--- config.mk ---
export PLATFORM = sky130hd
export DESIGN_NAME = event_readout_ctrl
export DESIGN_NICKNAME = d
export VERILOG_FILES = /design/src/rtl/event_readout_ctrl.sv
export SDC_FILE = /design/constraint.sdc
export NUM_CORES = 1
export LEC_CHECK = 0
export BUFFER_PORTS_ARGS = -buffer_cell sky130_fd_sc_hd__clkbuf_2
export CAP_MARGIN = 20
export CELL_PAD_IN_SITES_DETAIL_PLACEMENT = 1
export CELL_PAD_IN_SITES_GLOBAL_PLACEMENT = 1
export CORE_ASPECT_RATIO = 1.1
export CORE_MARGIN = 4
export CORE_UTILIZATION = 45
export CTS_CLUSTER_DIAMETER = 30
export DETAILED_ROUTE_END_ITERATION = 12
export GPL_TIMING_DRIVEN = 1
export PLACE_DENSITY_LB_ADDON = 0.08
export SETUP_SLACK_MARGIN = 0.1
export SYNTH_ARGS = -nofsm -noshare
export SYNTH_HDL_FRONTEND = slang
export SYNTH_SLANG_ARGS = --single-unit
--- constraint.sdc ---
create_clock -name clk -period 6.3 [get_ports clk]
set_input_delay 0.63 -clock clk [delete_from_list [all_inputs] [get_ports clk]]
set_output_delay 0.63 -clock clk [all_outputs]
set_load 0.01 [all_outputs]
--- src/rtl/event_readout_ctrl.sv ---
// event_readout_ctrl
//   Acquisition / readout sequencer for one ADC channel. Forwards triggers
//   to the capture datapath while idle, buffers the WINDOW-sample waveform
//   and its pulse height, then serialises a framed byte stream
//   (A5, seq, ph_hi, ph_lo, {s_hi, s_lo} x WINDOW, xor checksum) over a
//   valid/ready handshake. Enforces a capture timeout and a post-frame
//   hold-off, and counts completed frames and dropped triggers.
//
// Ports
//   clk, rst_n          clock, asynchronous active-low reset
//   enable              acquisition enable (level)
//   trig_in             discriminator trigger pulse
//   trig_gate           trigger forwarded to the capture datapath
//   wf_valid, wf_data   capture datapath sample strobe and sample
//   ph_in               pulse height from the capture datapath
//   tx_data, tx_valid   byte stream to the UART transmitter
//   tx_ready            UART transmitter accepts the current byte
//   busy                high whenever not idle
//   evt_count           completed frames (wraps)
//   drop_count          rejected / aborted triggers (saturates)
module event_readout_ctrl #(
   parameter int unsigned WINDOW   = 32,
   parameter int unsigned SAMPLE_W = 14,
   parameter int unsigned HOLDOFF  = 16,
   parameter int unsigned TIMEOUT  = 64
) (
   input  logic                clk,
   input  logic                rst_n,
   input  logic                enable,
   input  logic                trig_in,
   output logic                trig_gate,
   input  logic                wf_valid,
   input  logic [SAMPLE_W-1:0] wf_data,
   input  logic [SAMPLE_W-1:0] ph_in,
   output logic [7:0]          tx_data,
   output logic                tx_valid,
   input  logic                tx_ready,
   output logic                busy,
   output logic [15:0]         evt_count,
   output logic [15:0]         drop_count
);

   localparam int unsigned PTR_W     = $clog2(WINDOW);
   localparam int unsigned FRAME_LEN = 2 * WINDOW + 5;
   localparam int unsigned IDX_W     = $clog2(FRAME_LEN);
   localparam int unsigned TMR_W     = $clog2(TIMEOUT + 1);
   localparam int unsigned HLD_W     = $clog2(HOLDOFF + 1);

   localparam logic [PTR_W-1:0] PTR_LAST = PTR_W'(WINDOW - 1);
   localparam logic [IDX_W-1:0] IDX_LAST = IDX_W'(FRAME_LEN - 1);
   localparam logic [TMR_W-1:0] TMR_LAST = TMR_W'(TIMEOUT - 1);
   localparam logic [HLD_W-1:0] HLD_LAST = HLD_W'(HOLDOFF - 1);

   typedef enum logic [1:0] {
      ST_IDLE,
      ST_CAPTURE,
      ST_SEND,
      ST_HOLD
   } state_t;

   state_t              state;
   logic [PTR_W-1:0]    wr_ptr;
   logic [TMR_W-1:0]    timer;
   logic [HLD_W-1:0]    hold_cnt;
   logic [IDX_W-1:0]    byte_idx;
   logic [7:0]          csum;
   logic [SAMPLE_W-1:0] ph_q;
   logic [SAMPLE_W-1:0] mem [WINDOW];

   logic [IDX_W-1:0]    nidx;
   logic [PTR_W-1:0]    rd_ptr;
   logic [15:0]         rd_word;
   logic [15:0]         ph_word;
   logic [7:0]          csum_nxt;
   logic [7:0]          next_byte;
   logic                cap_done;
   logic                timeout_hit;
   logic                trig_drop;
   logic [16:0]         drop_sum;

   // Reset counts as "not idle" so nothing is forwarded while held in reset.
   assign trig_gate = trig_in & enable & rst_n & (state == ST_IDLE);

   assign cap_done    = wf_valid && (wr_ptr == PTR_LAST);
   assign timeout_hit = (state == ST_CAPTURE) && !cap_done && (timer == TMR_LAST);
   assign trig_drop   = trig_in && enable && (state != ST_IDLE);
   assign drop_sum    = {1'b0, drop_count} + 17'(trig_drop) + 17'(timeout_hit);

   // Byte that follows the one currently presented. Computed from the
   // buffer one transfer ahead so the registered tx_data can advance every
   // cycle. Sample bytes start at index 4: even index = hi, odd = lo.
   always_comb begin
      nidx     = byte_idx + IDX_W'(1);
      rd_ptr   = PTR_W'((nidx - IDX_W'(4)) >> 1);
      rd_word  = 16'(mem[rd_ptr]);
      ph_word  = 16'(ph_q);
      csum_nxt = (byte_idx == '0) ? csum : (csum ^ tx_data);
      if (nidx == IDX_LAST)
         next_byte = csum_nxt;
      else if (nidx == IDX_W'(1))
         next_byte = evt_count[7:0];
      else if (nidx == IDX_W'(2))
         next_byte = ph_word[15:8];
      else if (nidx == IDX_W'(3))
         next_byte = ph_word[7:0];
      else if (!nidx[0])
         next_byte = rd_word[15:8];
      else
         next_byte = rd_word[7:0];
   end

   // Waveform buffer; contents need no reset.
   always_ff @(posedge clk) begin
      if (state == ST_CAPTURE && wf_valid)
         mem[wr_ptr] <= wf_data;
   end

   always_ff @(posedge clk or negedge rst_n) begin
      if (!rst_n) begin
         state      <= ST_IDLE;
         wr_ptr     <= '0;
         timer      <= '0;
         hold_cnt   <= '0;
         byte_idx   <= '0;
         csum       <= '0;
         ph_q       <= '0;
         tx_data    <= '0;
         tx_valid   <= 1'b0;
         busy       <= 1'b0;
         evt_count  <= '0;
         drop_count <= '0;
      end else begin
         drop_count <= drop_sum[16] ? '1 : drop_sum[15:0];

         unique case (state)
            ST_IDLE: begin
               if (trig_gate) begin
                  state  <= ST_CAPTURE;
                  busy   <= 1'b1;
                  wr_ptr <= '0;
                  timer  <= '0;
               end
            end

            ST_CAPTURE: begin
               timer <= timer + TMR_W'(1);
               if (wf_valid)
                  wr_ptr <= wr_ptr + PTR_W'(1);
               if (cap_done) begin
                  ph_q     <= ph_in;
                  state    <= ST_SEND;
                  tx_valid <= 1'b1;
                  tx_data  <= 8'hA5;
                  byte_idx <= '0;
                  csum     <= '0;
               end else if (timer == TMR_LAST) begin
                  state <= ST_IDLE;
                  busy  <= 1'b0;
               end
            end

            ST_SEND: begin
               if (tx_ready) begin
                  if (byte_idx == IDX_LAST) begin
                     tx_valid  <= 1'b0;
                     evt_count <= evt_count + 16'd1;
                     state     <= ST_HOLD;
                     hold_cnt  <= '0;
                  end else begin
                     byte_idx <= nidx;
                     tx_data  <= next_byte;
                     csum     <= csum_nxt;
                  end
               end
            end

            ST_HOLD: begin
               if (hold_cnt == HLD_LAST) begin
                  state <= ST_IDLE;
                  busy  <= 1'b0;
               end else begin
                  hold_cnt <= hold_cnt + HLD_W'(1);
               end
            end
         endcase
      end
   end

endmodule

==> metrics, run 1 <==
status=finished clean; clk buf depth=3; CTS H-tree lvls=3; most frequent cells in the layout=448 x edfxtp_1, 118 x clkbuf_16, 111 x mux2i_1; Most used DFF post-synth=edfxtp_1; Post-CTS Resized=0; root buffer cell=clkbuf_16; crit path kind=reg -> reg; Overall Power=14.50 mW; synth unique cells=80; Final Hold Fails=0; Pre-Repair DR Iteration Count=5; Via-to-Cell Ratio=5.901; Max Slew Vio Count=0; Final min period=4621 ps; GRT Residual Overflow=0; global-route wire length before repair=101000 um; Slew @ Worst Pin=roughly 1200 ps; main area contributors after synthesis=edfxtp_1 59%, dfrtp_1 9.8%, mux2i_1 4.8%, mux4_2 4.8%, mux2_2 2.2%; met1 usage=0.3388; routability congestion estimate=roughly 0.86; Die W=between 200 and 250 um; Pleak=10.49 nW; type of origin of the critical path=flip-flop; Min-Delay Path Class=in -> reg; critical path arrival=5130 ps; FFs w/ async S/R, synth=0.1673; Syn Inst Count=1487; CTS Buf Count=111; number of global-route vias before repair=15440; FF+latch count, synth=roughly 540; Post-Place Worst Slack=1683 ps; number of diodes=0; Relative slew margins=0.2222; synth warn=0; layout net count=1719; clock latency on the worst-skew pair=660 ps; sequential share of the synthesized area=0.6833; area delta synth->final=23.35%; most common cell after layout, fill and taps aside=edfxtp_1; CP bufs+invs=0; pin count of the biggest net entering global routing=53; Max Clk Rate=roughly 220 MHz; max cap viols=0; Peak VDD IR=approximately 0.00027 V; Initial Util=0.4564; Gate power share=0.297; Slowest cell on crit path=dfrtp_1; Switching Fraction=0.3296; final worst-path setup slack=between 1500 and 2000 ps; fill count=approximately 4700; clk_skew=24.56 ps; via count=around 14000; M3 GR Usage=0.04461; PD cells=511.5 nW/um^2; CP delay by family, top=compound AO/OA/AOI/OAI gates; Psw=~4.8 mW; Seq pwr share=0.283; RSZ-0062 raised after global routing=no; critical path peak fanout=21; die height=between 200 and 250 um; Setup Buffers After CTS=0; layout cells sized above 1=0.2633; final period utilization=0.7335; Clock Power Share=0.420; Top Ports=77; GRT Util Overall=0.2472; CTS tree=built; Iter 0 DRT Violations=between 1000 and 1500; post-layout util=0.5630; synthesized area=22990 sq um; Post-CTS Hold Buffers=1; Int Pwr=9.723 mW; DRC viols=0; Die ar.=54760 sq um; share of the synthesized area in the top cell type=0.5853; Detailed Place HPWL=~43000 um; number of I/O port buffers=76; core box area=50360 sq um; post-route setup TNS=0 ps; crit end category=flip-flop; # setup viols final=0; grt peak-use layer=met2; number of synthesized flops with an enable pin=448; Sink Count=538; Non-Filler Instances=2426; required time worst endpoint=6810 ps; Max stage delay on crit path=just over 900 ps; critical-path cell list=ha_1, nand2b_1, o21ai_4, a21o_1, nand4_1, or2_2, o221ai_1, a31oi_1; Wirelength per Cell=between 20 and 30 um; initial antenna violation count=2; clk slew on worst S/H paths=about 50 ps; Yosys top cell by area=edfxtp_1; placed instance count=roughly 2200; syn_nets=1538; Routed Antenna Nets=0; Site Rows=86; Mean Syn Cell Area=15.46 sq um; Routed Wire Length=67230 um; global routing usage on met2=0.4018
## final timing paths
path	from	endpoint	slack, ps	cells after the start
min	ph_in[4]	ph_q[4]	190	2
min reg2reg	evt_count[15]	evt_count[15]	480	1
min in group asynchronous	rst_n	hold_cnt[0]	500	2
max reg2reg	byte_idx[0]	tx_data[0]	1680	8
max in group asynchronous	rst_n	tx_data[1]	4640	3
max	byte_idx[0]	tx_data[0]	1680	8
## area by class of cell
class,count,area (sq um),share of cell area
timing repair buffer,141,913.4,0.03221
clock buffer,127,3027,0.1067
clock inverter,84,964.7,0.03402
multi-input combinational,861,6862,0.2420
inverter,15,56.30,0.001986
sequential,538,15710,0.5539
tap,660,825.8,0.02912
## cells in the mapped netlist, types with 6 or more instances
cell / number
edfxtp_1: 448
mux2i_1: 111
nand2_1: 104
dfrtp_1: 90
nor2_1: 88
o21ai_0: 57
mux4_2: 49
a21oi_1: 44
mux2_2: 44
nand3_1: 32
o22ai_1: 30
buf_2: 26
xnor2_1: 24
nor3_1: 23
xor2_1: 22
clkbuf_1: 19
buf_4: 18
and3_1: 16
ha_1: 16
inv_1: 14
nor2b_1: 13
o221ai_1: 13
nand4_1: 12
a211oi_1: 11
a22o_1: 11
o211ai_1: 11
a31oi_1: 10
and2_1: 10
o31ai_1: 9
a221oi_1: 7
nand2b_1: 7
buf_6: 6
## per-layer routing
metal / routed length, um / part of all wire
met4: 1825 / 0.027
met1: 28810 / 0.43
met3: 4060 / 0.060
met5: 0 / 0
met2: 32530 / 0.48
## power groups by stage
| stage | Clock [mW] | Combinational (mW) | Sequential (mW) |
|---|---|---|---|
| 2_1_floorplan | 0 | 2.88 | 4.12 |
| 3_3_place_gp | 0 | 4.21 | 4.16 |
| 5_1_grt | 6.41 | 4.59 | 4.12 |
| 3_5_place_dp | 0 | 4.27 | 4.16 |
| 4_1_cts | 6.18 | 4.31 | 4.10 |
| 6_report | 6.10 | 4.30 | 4.11 |
## per-stage QoR
step / instance area, sq um / hold WS, ps
floorplan: 22990 / 334.4
global placement: 24310 / 455.2
detailed placement: 24350 / 484.0
CTS: 28350 / 165.3
global route: 28350 / 191.8
finish: 28350 / 194.0
## flip-flops by register name (all words and copies together) (netlist names), named ones only
| name | cells |
|---|---|
| mem | 448 |
| drop_count | 16 |
| evt_count | 16 |
| ph_q | 14 |
| csum | 8 |
| tx_data | 8 |
| byte_idx | 7 |
| timer | 7 |
| hold_cnt | 5 |
| wr_ptr | 5 |
| busy | 1 |
| state | 1 |
| tx_valid | 1 |
## kinds of logic after synthesis
group / after synthesis / share of synthesized area
AND/OR/NAND/NOR: 331 / 0.06875
buffers and inverters: 88 / 0.02074
multiplexers: 204 / 0.1179
AO/OA/AOI/OAI: 258 / 0.07773
flip-flops: 538 / 0.6833
adder cells (fa/ha/maj): 17 / 0.009580
XOR/XNOR: 51 / 0.02205
(Power assumes the default switching activity.)
==> inputs of run 2 (changes only) <==
- clock period: 6.3 -> 3.9 ns (I/O delays scaled with it)
==> run 2 against run 1 <==
Effect of this change: clock skew grew 15 ps; routed wire length is 1.2% lower; utilization increased by 0.59 points; first-iteration DRC count fell by 4.4%; fmax is 29% higher; die area is the same; setup slack worse by 1300 ps; critical path type unchanged; critical endpoint is now tx_data[4].
==> metrics, run 2 (synthesized netlist as in run 1, its figures left out) <==
status=finished clean; Clock Power Share=0.411 (-0.009); Final min period=3570 ps (-1051 ps); number of global-route vias before repair=15300 (-0.91%); Die ar.=54760 sq um (unchanged); critical path arrival=4080 ps (-1050 ps); Seq pwr share=0.280 (-0.003); crit path kind=reg -> reg; via count=14240 (-0.54%); Via-to-Cell Ratio=5.764 (-2.3%); Biggest register=mem; multi-input logic area=6857 sq um (about the same); number of diodes=0 (unchanged); most frequent cells in the layout=448 x edfxtp_1, 116 x clkbuf_16, 111 x mux2i_1; Overall Power=23.57 mW (+63%); Sink Count=538 (unchanged); max cap viols=0 (unchanged); DRC viols=0 (unchanged); Slowest cell on crit path=dfrtp_1; Psw=7.733 mW (+62%); CTS tree=built; layout net count=1762 (+2.5%); top flop regs=mem: 448 flops, drop_count: 16 flops, evt_count: 16 flops; met1 usage=0.3336 (-0.005199); critical-path cell list=inv_1, ha_4, buf_12, mux4_2, o221ai_1, a21oi_1, nor3_1, o21ai_0, a221o_1; Min-Delay Path Class=in -> reg; Switching Fraction=0.3281 (-0.001526); number of I/O port buffers=76 (unchanged); Pleak=10.61 nW (+1.2%); die height=245.0 um (unchanged); critical path peak fanout=29 (+38%); Relative slew margins=0.2338 (+0.01154); Gate power share=0.309 (+0.012); Register Area=15710 sq um (unchanged); clk buf depth=3 (unchanged); Iter 0 DRT Violations=1079 (-4.4%); crit end category=flip-flop; layout cells sized above 1=0.2669 (+0.003544); routability congestion estimate=0.8671 (+0.49%); pin count of the biggest net entering global routing=53 (unchanged); Max Clk Rate=280.1 MHz (+29%); CTS H-tree lvls=3 (unchanged); Final Hold Fails=0 (unchanged); root buffer cell=clkbuf_16; initial antenna violation count=0 (-2); clk_skew=39.38 ps (+14.81 ps); Post-DP Area=24540 sq um (+0.79%); Post-Layout Inst Area=28650 sq um (+1.1%); clock latency on the worst-skew pair=660 ps (about the same); M3 GR Usage=0.03720 (-0.007415); grt peak-use layer=met2; Site Rows=86 (unchanged); CTS Buf Count=115 (+3.6%); Routed Wire Length=66450 um (-1.2%); CP delay by family, top=compound AO/OA/AOI/OAI gates; most common cell after layout, fill and taps aside=edfxtp_1; Int Pwr=15.84 mW (+63%); CP bufs+invs=2 (+2); post-layout util=0.5689 (+0.005914); placed instance count=2238 (+1.1%); RSZ-0062 raised after global routing=no; Pre-Repair DR Iteration Count=5 (unchanged); Detailed Place HPWL=44030 um (+3.0%); Max Slew Vio Count=0 (unchanged); area delta synth->final=24.65%; fill count=4704 (-0.28%); Die W=223.5 um (unchanged); Non-Filler Instances=2470 (+1.8%); GRT Residual Overflow=0 (unchanged); # setup viols final=0 (unchanged); clk slew on worst S/H paths=50 ps (about the same); Peak VDD IR=0.0005059 V (+86%); PD cells=822.7 nW/um^2 (+61%); Initial Util=0.4564 (unchanged); final period utilization=0.9153 (+0.1818); Max stage delay on crit path=620 ps (-290 ps); Slew @ Worst Pin=1120 ps (-42.33 ps); max reg flops=448 (unchanged); post-route setup TNS=0 ps (unchanged); Wirelength per Cell=26.90 um (-2.9%); core box area=50360 sq um (unchanged); Top Ports=77 (unchanged); global routing usage on met2=0.4074 (+0.005563); global-route wire length before repair=100300 um (-0.68%); Routed Antenna Nets=0 (unchanged); type of origin of the critical path=flip-flop; GRT Util Overall=0.2438 (-0.003354); required time worst endpoint=4410 ps (-2400 ps)
run 2: worst paths after layout:
path	start	end	slack (ps)	cells after the start
worst max-delay path	byte_idx[1]	tx_data[4]	330	9
worst min-delay path	tx_ready	hold_cnt[4]	220	5
worst max register to register	byte_idx[1]	tx_data[4]	330	9
worst min register to register	evt_count[15]	evt_count[15]	470	1
max in group asynchronous	rst_n	csum[7]	2470	3
min in group asynchronous	rst_n	evt_count[15]	280	2
run 2: cell type report:
class / instances / share of cell area
Sequential cell: 538 / 0.5481
Multi-Input combinational cell: 861 / 0.2393
Clock buffer: 129 / 0.1034
Timing Repair Buffer: 180 / 0.04424
Clock inverter: 87 / 0.03415
Tap cell: 660 / 0.02882
Inverter: 15 / 0.001965
run 2: power by group through the flow:
stage               clock, mW  combinational [mW]  sequential [mW]
global route             10.2                7.76             6.62
global placement            0                7.14             6.68
floorplan                   0                4.66             6.65
detailed placement          0                7.21             6.69
finish                   9.69                7.28             6.60
CTS                      9.83                7.29             6.59
run 2: per-stage QoR:
stage,hold slack (ps),setup slack [ps]
3_3_place_gp,403.1,243.1
4_1_cts,193.1,141.5
6_report,215.4,330.3
2_1_floorplan,94.41,1028
5_1_grt,219.3,165.4
3_5_place_dp,405.2,171.3
run 2: worst min-delay path: cells and delay by family:
| kind | cells | cell delay [ps] |
|---|---|---|
| AOI/OAI and AO/OA | 1 | 90 |
| buffers and inverters | 1 | 100 |
| muxes | 1 | 70 |
| and+or+nand+nor | 2 | 130 |
run 2: per-layer routing:
metal,wire (um),vias up
li1,-,6298
met1,28420,7421
met2,33120,434
met3,3508,84
met4,1408,0
met5,0,-
run 2: repair_timing:
action	in CTS	in global routing
buffers inserted	0	1
hold buffers	15	0
gates resized for setup	0	2
setup endpoints to repair	0	3
hold endpoints to repair	52	0
==> inputs of run 3 (changes only) <==
- REMOVE_ABC_BUFFERS: not set -> 1
==> run 3 against run 2 <==
Effect of this change: total power increased by 1.5%; final area increased by 0.29%; via count increased by 1.5%; critical path depth decreased by 1; setup slack improved by 17 ps; hold slack got worse by 32 ps; cell count decreased by 0.36%; routed wire length increased by 3.5%; clock skew decreased by 14 ps.
==> metrics, run 3 (synthesized netlist as in run 1, its figures left out) <==
status=finished clean; via count=14450 (+1.5%); CTS Buf Count=113 (-1.7%); worst r2r src=byte_idx[2]; number of I/O port buffers=76 (unchanged); most common cell after layout, fill and taps aside=edfxtp_1; Pleak=10.67 nW (+0.58%); CP bufs+invs=1 (-1); Iter 0 DRT Violations=1327 (+23%); Max Clk Rate=281.5 MHz (+0.49%); Post-Layout Inst Area=28730 sq um (+0.29%); global-route wire length before repair=102600 um (+2.2%); critical-path cell list=and3_1, xnor2_4, buf_4, mux2i_1, nor2_1, nor3_1, o21ai_0, a221o_1; Wirelength per Cell=27.94 um (+3.8%); GRT Residual Overflow=0 (unchanged); Site Rows=86 (unchanged); GRT Util Overall=0.2517 (+0.007859); worst setup path start=byte_idx[2]; max reg flops=448 (unchanged); pin count of the biggest net entering global routing=64 (+21%); Die W=223.5 um (unchanged); PD cells=832.3 nW/um^2 (+1.2%); clk slew on worst S/H paths=50 ps (about the same); Initial Util=0.4564 (unchanged); placed instance count=2234 (-0.18%); crit path kind=reg -> reg; Final Hold Fails=0 (unchanged); most frequent cells in the layout=448 x edfxtp_1, 114 x clkbuf_16, 111 x mux2i_1; initial antenna violation count=1 (+1); type of origin of the critical path=flip-flop; clk buf depth=3 (unchanged); critical path arrival=4090 ps (about the same); Via-to-Cell Ratio=5.873 (+1.9%); layout cells sized above 1=0.2615 (-0.005329); final period utilization=0.9108 (-0.004466); Routed Wire Length=68750 um (+3.5%); Peak VDD IR=0.0005031 V (-0.56%); Post-DP Area=24570 sq um (+0.11%); area delta synth->final=25.01%; Worst Setup EP=tx_data[4]; Slowest cell on crit path=xnor2_4; fill count=4662 (-0.89%); CP delay by family, top=simple AND/OR/NAND/NOR gates; Min-Delay Path Class=in -> reg; Slew @ Worst Pin=1054 ps (-66.41 ps); reg-to-reg slack, setup=350 ps (+20 ps); Reg2Reg Depth=8 (-1); Detailed Place HPWL=43470 um (-1.3%); Max Slew Vio Count=0 (unchanged); Biggest register=mem; number of global-route vias before repair=15380 (+0.53%); die height=245.0 um (unchanged); root buffer cell=clkbuf_16; Final min period=3552 ps (-17.42 ps); crit end category=flip-flop; Setup Buffers After CTS=0 (unchanged); Max stage delay on crit path=670 ps (+50 ps); top flop regs=mem: 448 flops, drop_count: 16 flops, evt_count: 16 flops; CTS H-tree lvls=3 (unchanged); Post-Place Worst Slack=422.5 ps (+251.2 ps); Die ar.=54760 sq um (unchanged); max cap viols=0 (unchanged); number of diodes=0 (unchanged); Relative slew margins=0.2950 (+0.06121); Routed Antenna Nets=0 (unchanged); layout net count=1755 (-0.40%); Pre-Repair DR Iteration Count=7 (+2); clk_skew=25.83 ps (-13.54 ps); CTS tree=built; Top Ports=77 (unchanged); Non-Filler Instances=2461 (-0.36%); RSZ-0062 raised after global routing=no; Sink Count=538 (unchanged); DRC viols=0 (unchanged); post-route setup TNS=0 ps (unchanged); required time worst endpoint=4440 ps (+30 ps); # setup viols final=0 (unchanged); Worst R2R End=tx_data[4]; instance count on the critical path=8 (-1); core box area=50360 sq um (unchanged); post-layout util=0.5706 (+0.001639); critical path peak fanout=17 (-41%); routability congestion estimate=0.9564 (+10%); final worst-path setup slack=347.7 ps (+17.42 ps); Post-CTS Resized=0 (unchanged); clock latency on the worst-skew pair=660 ps (about the same)
-- run 3: cell types whose count changed in the layout (fill, tap and decap cells not counted), moves of 5 or more --
cell        previous run  this run
buf_4                 84        75
clkinv_4              11         4
clkinvlp_4            17        10
inv_6                 11         4
bufinv_16             16        22
clkinv_2              15        20
-- run 3: per-layer routing --
metal  vias to the layer above  GRT usage  part of all wire
li1                       6293          -                 -
met1                      7534     0.3370              0.42
met2                       486     0.4198              0.49
met3                       138    0.03995             0.056
met4                         2    0.09211             0.032
met5                         -          0           0.00029
-- run 3: worst min-delay path by stage --
stage | start | endpoint | depth (start not counted)
2_1_floorplan | rst_n | asynchronous set/reset pin | 0
3_3_place_gp | rst_n | drop_count[12] | 1
3_5_place_dp | rst_n | drop_count[12] | 1
4_1_cts | trig_in | drop_count[0] | 4
5_1_grt | trig_in | drop_count[0] | 4
6_report | trig_in | drop_count[0] | 4
-- run 3: worst reg2reg max path: stages, from the launching register on --
cell and delay [ps]:
dfrtp_1 640, and3_1 410, xnor2_4 680, buf_4 340, mux2i_1 210, nor2_1 90
nor3_1 480, o21ai_0 260, a221o_1 330
-- run 3: repair_timing --
action                                  CTS  global route
hold endpoints to repair                 41             0
hold buffers                             15             0
endpoints found under the setup margin    0             0
-- run 3: power by group --
group | switching [mW] | total, mW | leakage (nW) | internal [mW]
clock | 3.13 | 10.0 | 1.94 | 6.88
sequential | 0.197 | 6.59 | 5.20 | 6.40
combinational | 4.44 | 7.32 | 3.53 | 2.88
-- run 3: cell type report --
type	count	area, sq um	share of cell area
inverter	15	56.30	0.001960
sequential	538	15710	0.5466
timing repair buffer	175	1284	0.04468
multi-input combinational	861	6850	0.2384
clock inverter	77	1031	0.03588
tap	660	825.8	0.02874
clock buffer	135	2982	0.1038
-- run 3: metrics by stage --
| step | hold slack (ps) | power (mW) |
|---|---|---|
| CTS | 147.5 | 24.05 |
| detailed placement | 334.1 | 13.91 |
| global route | 190.8 | 24.82 |
| global placement | 337.0 | 13.83 |
| floorplan | 94.41 | 9.991 |
| finish | 182.9 | 23.92 |
